<file path="src/rtl/hwag_spi_pkg.sv">
// Shared constants and FSM state type for the HWAG SPI frame format (both directions).
// Frame: cmd, addr, data[7:0..31:24], crc -- seven bytes, CRC-8 poly 0x07 over bytes 0..5.
// No logic here; imported by the framers and the CRC step.
package hwag_spi_pkg;

  localparam int         FRAME_LEN = 7;
  localparam logic [7:0] CRC_POLY  = 8'h07;

  // Byte positions within a frame
  localparam logic [2:0] IDX_CMD   = 3'd0;
  localparam logic [2:0] IDX_ADDR  = 3'd1;
  localparam logic [2:0] IDX_DATA0 = 3'd2;
  localparam logic [2:0] IDX_DATA3 = 3'd5;
  localparam logic [2:0] IDX_CRC   = 3'd6;

  typedef enum logic [2:0] {
    ST_IDLE,
    ST_CALC,
    ST_READY,
    ST_SEND,
    ST_DONE
  } tx_state_e;

endpackage

</file>
<file path="src/rtl/hwag_spi_tx_data_frame_if.sv">
// Signal bundle between the transmit framer, the response source and the SPI core.
// master = source/SPI-core side, slave = framer side.
// Pure wiring, no timing of its own.
interface hwag_spi_tx_data_frame_if;

  logic        spi_ss;
  logic        spi_tx;
  logic        tx_load;
  logic [7:0]  tx_cmd;
  logic [7:0]  tx_addr;
  logic [31:0] tx_data;
  logic [7:0]  spi_bus_in;
  logic [7:0]  tx_crc;
  logic        tx_ready;
  logic        tx_busy;
  logic        tx_done;
  logic        tx_abort;
  logic        tx_underrun;

  modport master (
    output spi_ss, spi_tx, tx_load, tx_cmd, tx_addr, tx_data,
    input  spi_bus_in, tx_crc, tx_ready, tx_busy, tx_done, tx_abort, tx_underrun
  );

  modport slave (
    input  spi_ss, spi_tx, tx_load, tx_cmd, tx_addr, tx_data,
    output spi_bus_in, tx_crc, tx_ready, tx_busy, tx_done, tx_abort, tx_underrun
  );

endinterface

</file>
<file path="src/rtl/hwag_crc8_byte.sv">
// One-byte CRC-8 step (poly 0x07, MSB-first, no reflection), shared with the receive side.
// Latency: purely combinational.
// Backpressure: none.
module hwag_crc8_byte
  import hwag_spi_pkg::*;
(
  input  logic [7:0] crc_in,
  input  logic [7:0] byte_in,
  output logic [7:0] crc_out
);

  logic [7:0] c;

  // Fold the byte into the remainder, then shift out eight bits
  always_comb begin
    c = crc_in ^ byte_in;
    for (int i = 0; i < 8; i++) begin
      c = c[7] ? ((c << 1) ^ CRC_POLY) : (c << 1);
    end
    crc_out = c;
  end

endmodule

</file>
<file path="src/rtl/hwag_spi_tx_data_frame.sv">
// Transmit framer: latches cmd/addr/data, CRCs them in 6 cycles, then feeds bytes to the SPI shifter.
// Latency: tx_load -> tx_ready/byte 0 in 7 cycles; spi_tx -> next byte on spi_bus_in 1 cycle later.
// Backpressure: tx_load ignored while busy; spi_ss rise mid-frame aborts back to READY keeping the frame.
module hwag_spi_tx_data_frame
  import hwag_spi_pkg::*;
#(
  parameter logic [7:0] PAD_BYTE = 8'h00,
  parameter logic [7:0] CRC_INIT = 8'h00
)(
  input  logic                      clk,
  input  logic                      rst,
  hwag_spi_tx_data_frame_if.slave   bus
);

  tx_state_e  state_q, state_d;
  logic [2:0] idx_q, idx_d;
  logic [7:0] crc_q, crc_d, crc_step;
  logic [7:0] frame_q [0:FRAME_LEN-2];
  logic [7:0] byte_mux [0:7];
  logic [7:0] bus_q, bus_d;
  logic       load_en;
  logic       done_q, done_d;
  logic       abort_q, abort_d;
  logic       underrun_q, underrun_d;
  logic       strobe;

  // A byte-complete strobe only counts while the slave is selected
  assign strobe = bus.spi_tx & ~bus.spi_ss;

  // Full 8-entry view of the frame so any 3-bit index is in range; slot 7 is never sent
  always_comb begin
    for (int i = 0; i < FRAME_LEN - 1; i++) begin
      byte_mux[i] = frame_q[i];
    end
    byte_mux[IDX_CRC] = crc_q;
    byte_mux[7]       = PAD_BYTE;
  end

  // During CALC the index walks bytes 0..5 through the CRC step
  hwag_crc8_byte u_crc (
    .crc_in  (crc_q),
    .byte_in (byte_mux[idx_q]),
    .crc_out (crc_step)
  );

  // Next-state, index, CRC and pulse decode
  always_comb begin
    state_d    = state_q;
    idx_d      = idx_q;
    crc_d      = crc_q;
    load_en    = 1'b0;
    done_d     = 1'b0;
    abort_d    = 1'b0;
    underrun_d = 1'b0;
    bus_d      = PAD_BYTE;

    case (state_q)
      ST_IDLE: begin
        underrun_d = strobe;
        if (bus.tx_load) begin
          load_en = 1'b1;
          crc_d   = CRC_INIT;
          idx_d   = IDX_CMD;
          state_d = ST_CALC;
        end
      end
      ST_CALC: begin
        underrun_d = strobe;
        crc_d      = crc_step;
        if (idx_q == IDX_DATA3) begin
          idx_d   = IDX_CMD;
          state_d = ST_READY;
        end else begin
          idx_d = idx_q + 3'd1;
        end
      end
      ST_READY: begin
        // Reload only while deselected so a transfer never sees a half-swapped frame
        if (bus.tx_load && bus.spi_ss) begin
          load_en = 1'b1;
          crc_d   = CRC_INIT;
          idx_d   = IDX_CMD;
          state_d = ST_CALC;
        end else if (strobe) begin
          idx_d   = IDX_ADDR;
          state_d = ST_SEND;
        end
      end
      ST_SEND: begin
        // Deselect beats a coincident strobe: the index rewinds instead of advancing
        if (bus.spi_ss) begin
          abort_d = 1'b1;
          idx_d   = IDX_CMD;
          state_d = ST_READY;
        end else if (bus.spi_tx) begin
          if (idx_q == IDX_CRC) begin
            done_d  = 1'b1;
            idx_d   = IDX_CMD;
            state_d = ST_DONE;
          end else begin
            idx_d = idx_q + 3'd1;
          end
        end
      end
      ST_DONE: begin
        if (bus.spi_ss) begin
          state_d = ST_IDLE;
        end
      end
      default: begin
        state_d = ST_IDLE;
        idx_d   = IDX_CMD;
      end
    endcase

    // Registered byte tracks the state being entered
    case (state_d)
      ST_READY: bus_d = byte_mux[IDX_CMD];
      ST_SEND:  bus_d = byte_mux[idx_d];
      default:  bus_d = PAD_BYTE;
    endcase
  end

  // State, index, CRC and registered outputs
  always_ff @(posedge clk) begin
    if (rst) begin
      state_q    <= ST_IDLE;
      idx_q      <= IDX_CMD;
      crc_q      <= CRC_INIT;
      bus_q      <= PAD_BYTE;
      done_q     <= 1'b0;
      abort_q    <= 1'b0;
      underrun_q <= 1'b0;
    end else begin
      state_q    <= state_d;
      idx_q      <= idx_d;
      crc_q      <= crc_d;
      bus_q      <= bus_d;
      done_q     <= done_d;
      abort_q    <= abort_d;
      underrun_q <= underrun_d;
    end
  end

  // Frame payload capture on an accepted load
  always_ff @(posedge clk) begin
    if (rst) begin
      for (int i = 0; i < FRAME_LEN - 1; i++) begin
        frame_q[i] <= 8'h00;
      end
    end else if (load_en) begin
      frame_q[IDX_CMD]        <= bus.tx_cmd;
      frame_q[IDX_ADDR]       <= bus.tx_addr;
      frame_q[IDX_DATA0]      <= bus.tx_data[7:0];
      frame_q[IDX_DATA0 + 1]  <= bus.tx_data[15:8];
      frame_q[IDX_DATA0 + 2]  <= bus.tx_data[23:16];
      frame_q[IDX_DATA3]      <= bus.tx_data[31:24];
    end
  end

  assign bus.spi_bus_in  = bus_q;
  assign bus.tx_crc      = crc_q;
  assign bus.tx_ready    = (state_q == ST_READY);
  assign bus.tx_busy     = (state_q == ST_CALC) || (state_q == ST_SEND) || (state_q == ST_DONE);
  assign bus.tx_done     = done_q;
  assign bus.tx_abort    = abort_q;
  assign bus.tx_underrun = underrun_q;

endmodule

</file>
<file path="src/flat_wrapper.sv">
// flat-port wrapper written by rule: the top's interface ports become plain ports
module hwag_spi_tx_data_frame_flat import hwag_spi_pkg::*;
#(
  parameter logic [7:0] PAD_BYTE = 8'h00,
  parameter logic [7:0] CRC_INIT = 8'h00
)
  (clk, rst, bus_spi_ss, bus_spi_tx, bus_tx_load, bus_tx_cmd, bus_tx_addr, bus_tx_data, bus_spi_bus_in, bus_tx_crc, bus_tx_ready, bus_tx_busy, bus_tx_done, bus_tx_abort, bus_tx_underrun);
  hwag_spi_tx_data_frame_if bus_i ();
  input  logic clk;
  input  logic rst;
  input wire logic [$bits(bus_i.spi_ss)-1:0] bus_spi_ss;
  input wire logic [$bits(bus_i.spi_tx)-1:0] bus_spi_tx;
  input wire logic [$bits(bus_i.tx_load)-1:0] bus_tx_load;
  input wire logic [$bits(bus_i.tx_cmd)-1:0] bus_tx_cmd;
  input wire logic [$bits(bus_i.tx_addr)-1:0] bus_tx_addr;
  input wire logic [$bits(bus_i.tx_data)-1:0] bus_tx_data;
  output wire logic [$bits(bus_i.spi_bus_in)-1:0] bus_spi_bus_in;
  output wire logic [$bits(bus_i.tx_crc)-1:0] bus_tx_crc;
  output wire logic [$bits(bus_i.tx_ready)-1:0] bus_tx_ready;
  output wire logic [$bits(bus_i.tx_busy)-1:0] bus_tx_busy;
  output wire logic [$bits(bus_i.tx_done)-1:0] bus_tx_done;
  output wire logic [$bits(bus_i.tx_abort)-1:0] bus_tx_abort;
  output wire logic [$bits(bus_i.tx_underrun)-1:0] bus_tx_underrun;
  assign bus_i.spi_ss = bus_spi_ss;
  assign bus_i.spi_tx = bus_spi_tx;
  assign bus_i.tx_load = bus_tx_load;
  assign bus_i.tx_cmd = bus_tx_cmd;
  assign bus_i.tx_addr = bus_tx_addr;
  assign bus_i.tx_data = bus_tx_data;
  assign bus_spi_bus_in = bus_i.spi_bus_in;
  assign bus_tx_crc = bus_i.tx_crc;
  assign bus_tx_ready = bus_i.tx_ready;
  assign bus_tx_busy = bus_i.tx_busy;
  assign bus_tx_done = bus_i.tx_done;
  assign bus_tx_abort = bus_i.tx_abort;
  assign bus_tx_underrun = bus_i.tx_underrun;
  hwag_spi_tx_data_frame #(.PAD_BYTE(PAD_BYTE), .CRC_INIT(CRC_INIT)) u_core (.clk(clk), .rst(rst), .bus(bus_i));
endmodule
</file>
<file path="config.mk">
export PLATFORM = sky130hd
export DESIGN_NAME = hwag_spi_tx_data_frame_flat
export DESIGN_NICKNAME = d
export VERILOG_FILES = /design/src/rtl/hwag_spi_pkg.sv /design/src/rtl/hwag_spi_tx_data_frame_if.sv /design/src/rtl/hwag_crc8_byte.sv /design/src/rtl/hwag_spi_tx_data_frame.sv /design/src/flat_wrapper.sv
export SDC_FILE = /design/constraint.sdc
export NUM_CORES = 1
export LEC_CHECK = 0
export BUFFER_PORTS_ARGS = -buffer_cell sky130_fd_sc_hd__buf_4
export CAP_MARGIN = 20
export CORE_ASPECT_RATIO = 2
export CORE_UTILIZATION = 30
export DETAILED_ROUTE_END_ITERATION = 10
export HOLD_SLACK_MARGIN = 0.12
export PLACE_DENSITY_LB_ADDON = 0.05
export SYNTH_ARGS = -nofsm -noshare
export SYNTH_HDL_FRONTEND = slang
export SYNTH_SLANG_ARGS = --single-unit
</file>
<file path="constraint.sdc">
create_clock -name clk -period 4.23 [get_ports clk]
set_clock_uncertainty 0.2 [all_clocks]
set_input_delay 0.423 -clock clk [delete_from_list [all_inputs] [get_ports clk]]
set_output_delay 0.423 -clock clk [all_outputs]
set_load 0.1 [all_outputs]
</file>
==> impl.org <==
** STA
- Setup repair after global routing left no endpoint under its margin.
- Tightest slew margin relative to the limit :: 38.6%
- Minimum clock period :: 3.46 ns
- Setup total negative slack on the finished layout was measured at 0 ns.
- Final Max Slew Viols :: 0
- Hold violation count in the final report :: 0
- At the pin with the least slew margin, the transition time is 0.914 ns.
- Timing would allow up to 289 MHz.
- In the finished design, the share of the clock period the worst path needs comes to 81.9%.
- Setup violations remaining at the end of the flow were counted as 0.

** Worst setup path
- The worst setup path is captured at a register.
- For this design, the slowest cell found on the critical path is a221oi_4.
- For the worst setup path, the data arrival time is 3.49 ns.
- Largest stage delay, worst path :: 0.74 ns
- Measured in cells, the most critical reg-to-reg path has a length of 6.
- Critical path start-end classification :: reg -> reg
- Crit Reg-Reg Startpoint :: u_core.state_q[1]
- Walking the worst path, the cells encountered are nor3_1 -> or4_4 -> a221oi_4 -> nor3b_4 -> a22oi_1 -> a22o_1.
- Flop-to-flop setup slack :: 0.77 ns
- STA puts the critical path data required time at 4.26 ns.
- The endpoint identified for the worst register-to-register timing path is u_core.bus.spi_bus_in[4].
- STA classifies the critical path startpoint as a register.
- Among cell families on the critical path, the largest total delay comes from simple AND/OR/NAND/NOR gates.
- WP buf/inv :: 0
- Worst-path maximum fanout :: 20

** Power and ir drop
- Across the VDD grid, the largest voltage drop is 171 uV.
- In this run the static leakage power is 2.09 nW.
- Cell area power density :: 460 nW/um^2

** Hold path
- The worst hold path was traced through 2 stages.
- Hold crit path type :: in -> reg
- Beginning of the worst hold path :: bus_tx_data[23]
- Worst Hold Path EP :: u_core.frame_q[0][39]

** Global route
- Antenna violations before repair :: 0
- Wire length of the first global-routing pass :: 17200 um
- Vias in the first global route :: 3122
- Total track usage :: 16.1%
- Total global routing overflow :: 0
- Largest net degree at the start of global routing :: 49

** Clock tree
- The clock drives 73 sinks.
- Number of levels the H-tree was split into :: 3
- The number of clock buffers added by TritonCTS is 9.
- Clock transition at path regs :: 0.06 ns
- Post CTS Setup Buffer Count :: 0
- The clock passes through at most 2 buffers.
- Post-CTS repair changed the size of 0 cells.
- TritonCTS built the clock tree.
- Insertion delay of the later-clocked pin in the worst-skew pair :: 0.34 ns
- Hold_buf cts :: 0
- Root Buffer :: clkbuf_16

** Synth
- The mapped netlist covers 4210 um^2.
- Share of async-settable or async-resettable flops after synthesis :: 0%
- Synthesis instantiated 56 different standard cells from the library.
- Synthesis-stage register bit count :: 73
- Dividing the synthesized area by the synthesized cell count gives 11.5 um^2.
- Among all flip-flop cells after synthesis, the most frequent one is edfxtp_1.
- Cell type with the largest total area after synthesis :: edfxtp_1
- Number of warning messages in the yosys log :: 0
- The synthesized design contains 48 enable-type register cells.
- Summed over its instances, the top area cell type makes up 34.2% of the synthesized netlist area.
- When the netlist entered floorplanning its net count stood at 420.
- Counting every instance in the synthesized netlist gives 367.
- After synthesis, flip-flops and latches occupy 46.1% of the total area.
- Top area cells in the synthesized netlist :: edfxtp_1 (34%), dfxtp_1 (12%), and2_1 (7.1%)

** Floorplanning
- Initial cell density of the core :: 31.0%
- Number of cell rows :: 60
- Measured along the y axis, the die boundary spans 170 um.
- In this run the horizontal extent of the chip is 85.8 um.
- Die Area :: 14500 um^2
- The core region is 13600 um^2.
- In this run the count of I/O pins placed on the die edge is 74.

** Finish
- Filler Cells Inserted :: 1349
- In the layout the commonest cells are buf_4 (79), and2_1 (48), edfxtp_1 (48).
- In the final design database the tool counted 480 nets.
- The post-route netlist has 26.6% of its cells at a drive strength greater than 1.
- Leaving out fill and tap cells, the most frequent cell in the layout is buf_4.
- The finished layout holds 618 standard cells, fillers aside.
- Storage element area :: 1940 um^2
- The area growth from synthesis to layout is 24.3%.
- The number of antenna diodes in the final layout is 0.
- In the final layout, the multi-input gates occupy 2080 um^2.

** Place
- After detailed placement, the design holds a cell count of 602.
- The congestion estimate from routability-driven global placement came to 0.843.
- Detailed placement HPWL :: 8640 um
- PortBufs :: 73

** Route
- Wire length per cell :: 18.0 um
- Ratio of routed vias to standard cells :: 4.93
- Routed via count :: 3049
- The first detailed-routing pass took 5 iterations.
- In this run the remaining antenna-violating nets after routing total 0.
- Summed over all layers, the routed wires come to 11200 um.
- Drt drc :: 0
- In this run, the number of DRC markers left after iteration 0 of detailed routing was 130.

** Outcome
- Outcome :: finished clean

** Job
- Max-cap violations in this run came to 0.
==> power breakdown <==
part | internal [mW] | leakage (nW) | total, mW | switching (mW)
combinational | 0.251 | 1.20 | 0.623 | 0.372
clock | 0.580 | 0.163 | 0.887 | 0.308
sequential | 0.824 | 0.721 | 0.897 | 0.0725
==> worst register-to-register path, cell delays in order (launching register included) <==
cell,delay [ns]
dfxtp_1,0.72
nor3_1,0.19
or4_4,0.58
a221oi_4,0.74
nor3b_4,0.53
a22oi_1,0.18
a22o_1,0.22
==> cells in the mapped netlist (2+ instances only) <==
| master | count |
|---|---|
| a21oi_1 | 5 |
| a222oi_1 | 4 |
| a22o_1 | 19 |
| a22oi_1 | 8 |
| a31oi_1 | 4 |
| and2_1 | 48 |
| buf_2 | 10 |
| buf_4 | 11 |
| clkbuf_1 | 8 |
| dfxtp_1 | 25 |
| edfxtp_1 | 48 |
| inv_1 | 13 |
| mux2_1 | 13 |
| mux2_2 | 3 |
| mux2i_1 | 28 |
| mux4_2 | 6 |
| nand2_1 | 8 |
| nand2b_1 | 7 |
| nand3b_1 | 2 |
| nand4_1 | 2 |
| nor2_1 | 7 |
| nor2b_1 | 6 |
| nor3_1 | 7 |
| nor3b_1 | 4 |
| nor4_1 | 3 |
| nor4b_1 | 3 |
| o211ai_1 | 6 |
| o21ai_0 | 5 |
| o21ai_1 | 2 |
| o21bai_1 | 2 |
| o221ai_1 | 7 |
| or2_0 | 2 |
| or3b_1 | 2 |
| xnor2_1 | 10 |
| xor2_1 | 8 |
==> cell type report <==
type                       instances  share of cell area, %
clock buffer                      10                   4.37
timing repair buffer              79                   11.3
clock inverter                     6                   2.20
tap                              186                   4.44
multi-input combinational        251                   39.7
inverter                          13                  0.932
sequential                        73                   37.1
==> per-stage QoR <==
step / hold slack, ns / total power [mW] / util, % / setup WS (ns) / instance area [um^2]
floorplan: 0.279 / 1.40 / - / 0.601 / 4220
global route: 0.155 / 2.51 / 38.5 / 0.531 / 5240
global placement: 0.315 / 1.54 / 36.0 / 0.865 / 4890
detailed placement: 0.325 / 1.54 / 36.0 / 0.799 / 4890
finish: 0.160 / 2.41 / 38.5 / 0.766 / 5240
CTS: 0.151 / 2.43 / 38.5 / 0.775 / 5240
==> cell families after synthesis <==
family                    Yosys count  synth area share (%)
and+or+nand+nor                   111                  16.7
buffers and inverters              43                  5.29
DFF                                73                  46.1
xor gates and xnor gates           18                  3.74
muxes                              50                  14.1
AOI/OAI and AO/OA                  72                  14.1
==> routing by layer <==
metal,vias up,global-route usage [%],wire length [um]
met4,0,7.39,291
met2,72,31.4,6370
met3,16,2.53,296
met1,1467,16.3,4190
met5,-,0,0
li1,1494,-,-
==> worst max path at each step <==
stage	from	to	slack, ns	cells after the start
3_3_place_gp	u_core.state_q[1]	u_core.bus.spi_bus_in[6]	0.87	6
4_1_cts	u_core.state_q[1]	u_core.bus.spi_bus_in[4]	0.78	6
6_report	u_core.state_q[1]	u_core.bus.spi_bus_in[4]	0.77	6
5_1_grt	u_core.state_q[1]	u_core.bus.spi_bus_in[5]	0.53	6
2_1_floorplan	u_core.state_q[0]	u_core.frame_q[0][0]	0.60	4
3_5_place_dp	u_core.state_q[1]	u_core.bus.spi_bus_in[4]	0.80	6
==> sequential cells by signal, indices dropped and copies added, names as in the netlist <==
signal and flops:
u_core.bus.tx_crc 8, u_core.bus.spi_bus_in 8, u_core.bus.tx_underrun 1, u_core.state_q 3
u_core.frame_q 48, u_core.idx_q 3, u_core.bus.tx_done 1, u_core.bus.tx_abort 1
Power figures use the tool's default switching activity.
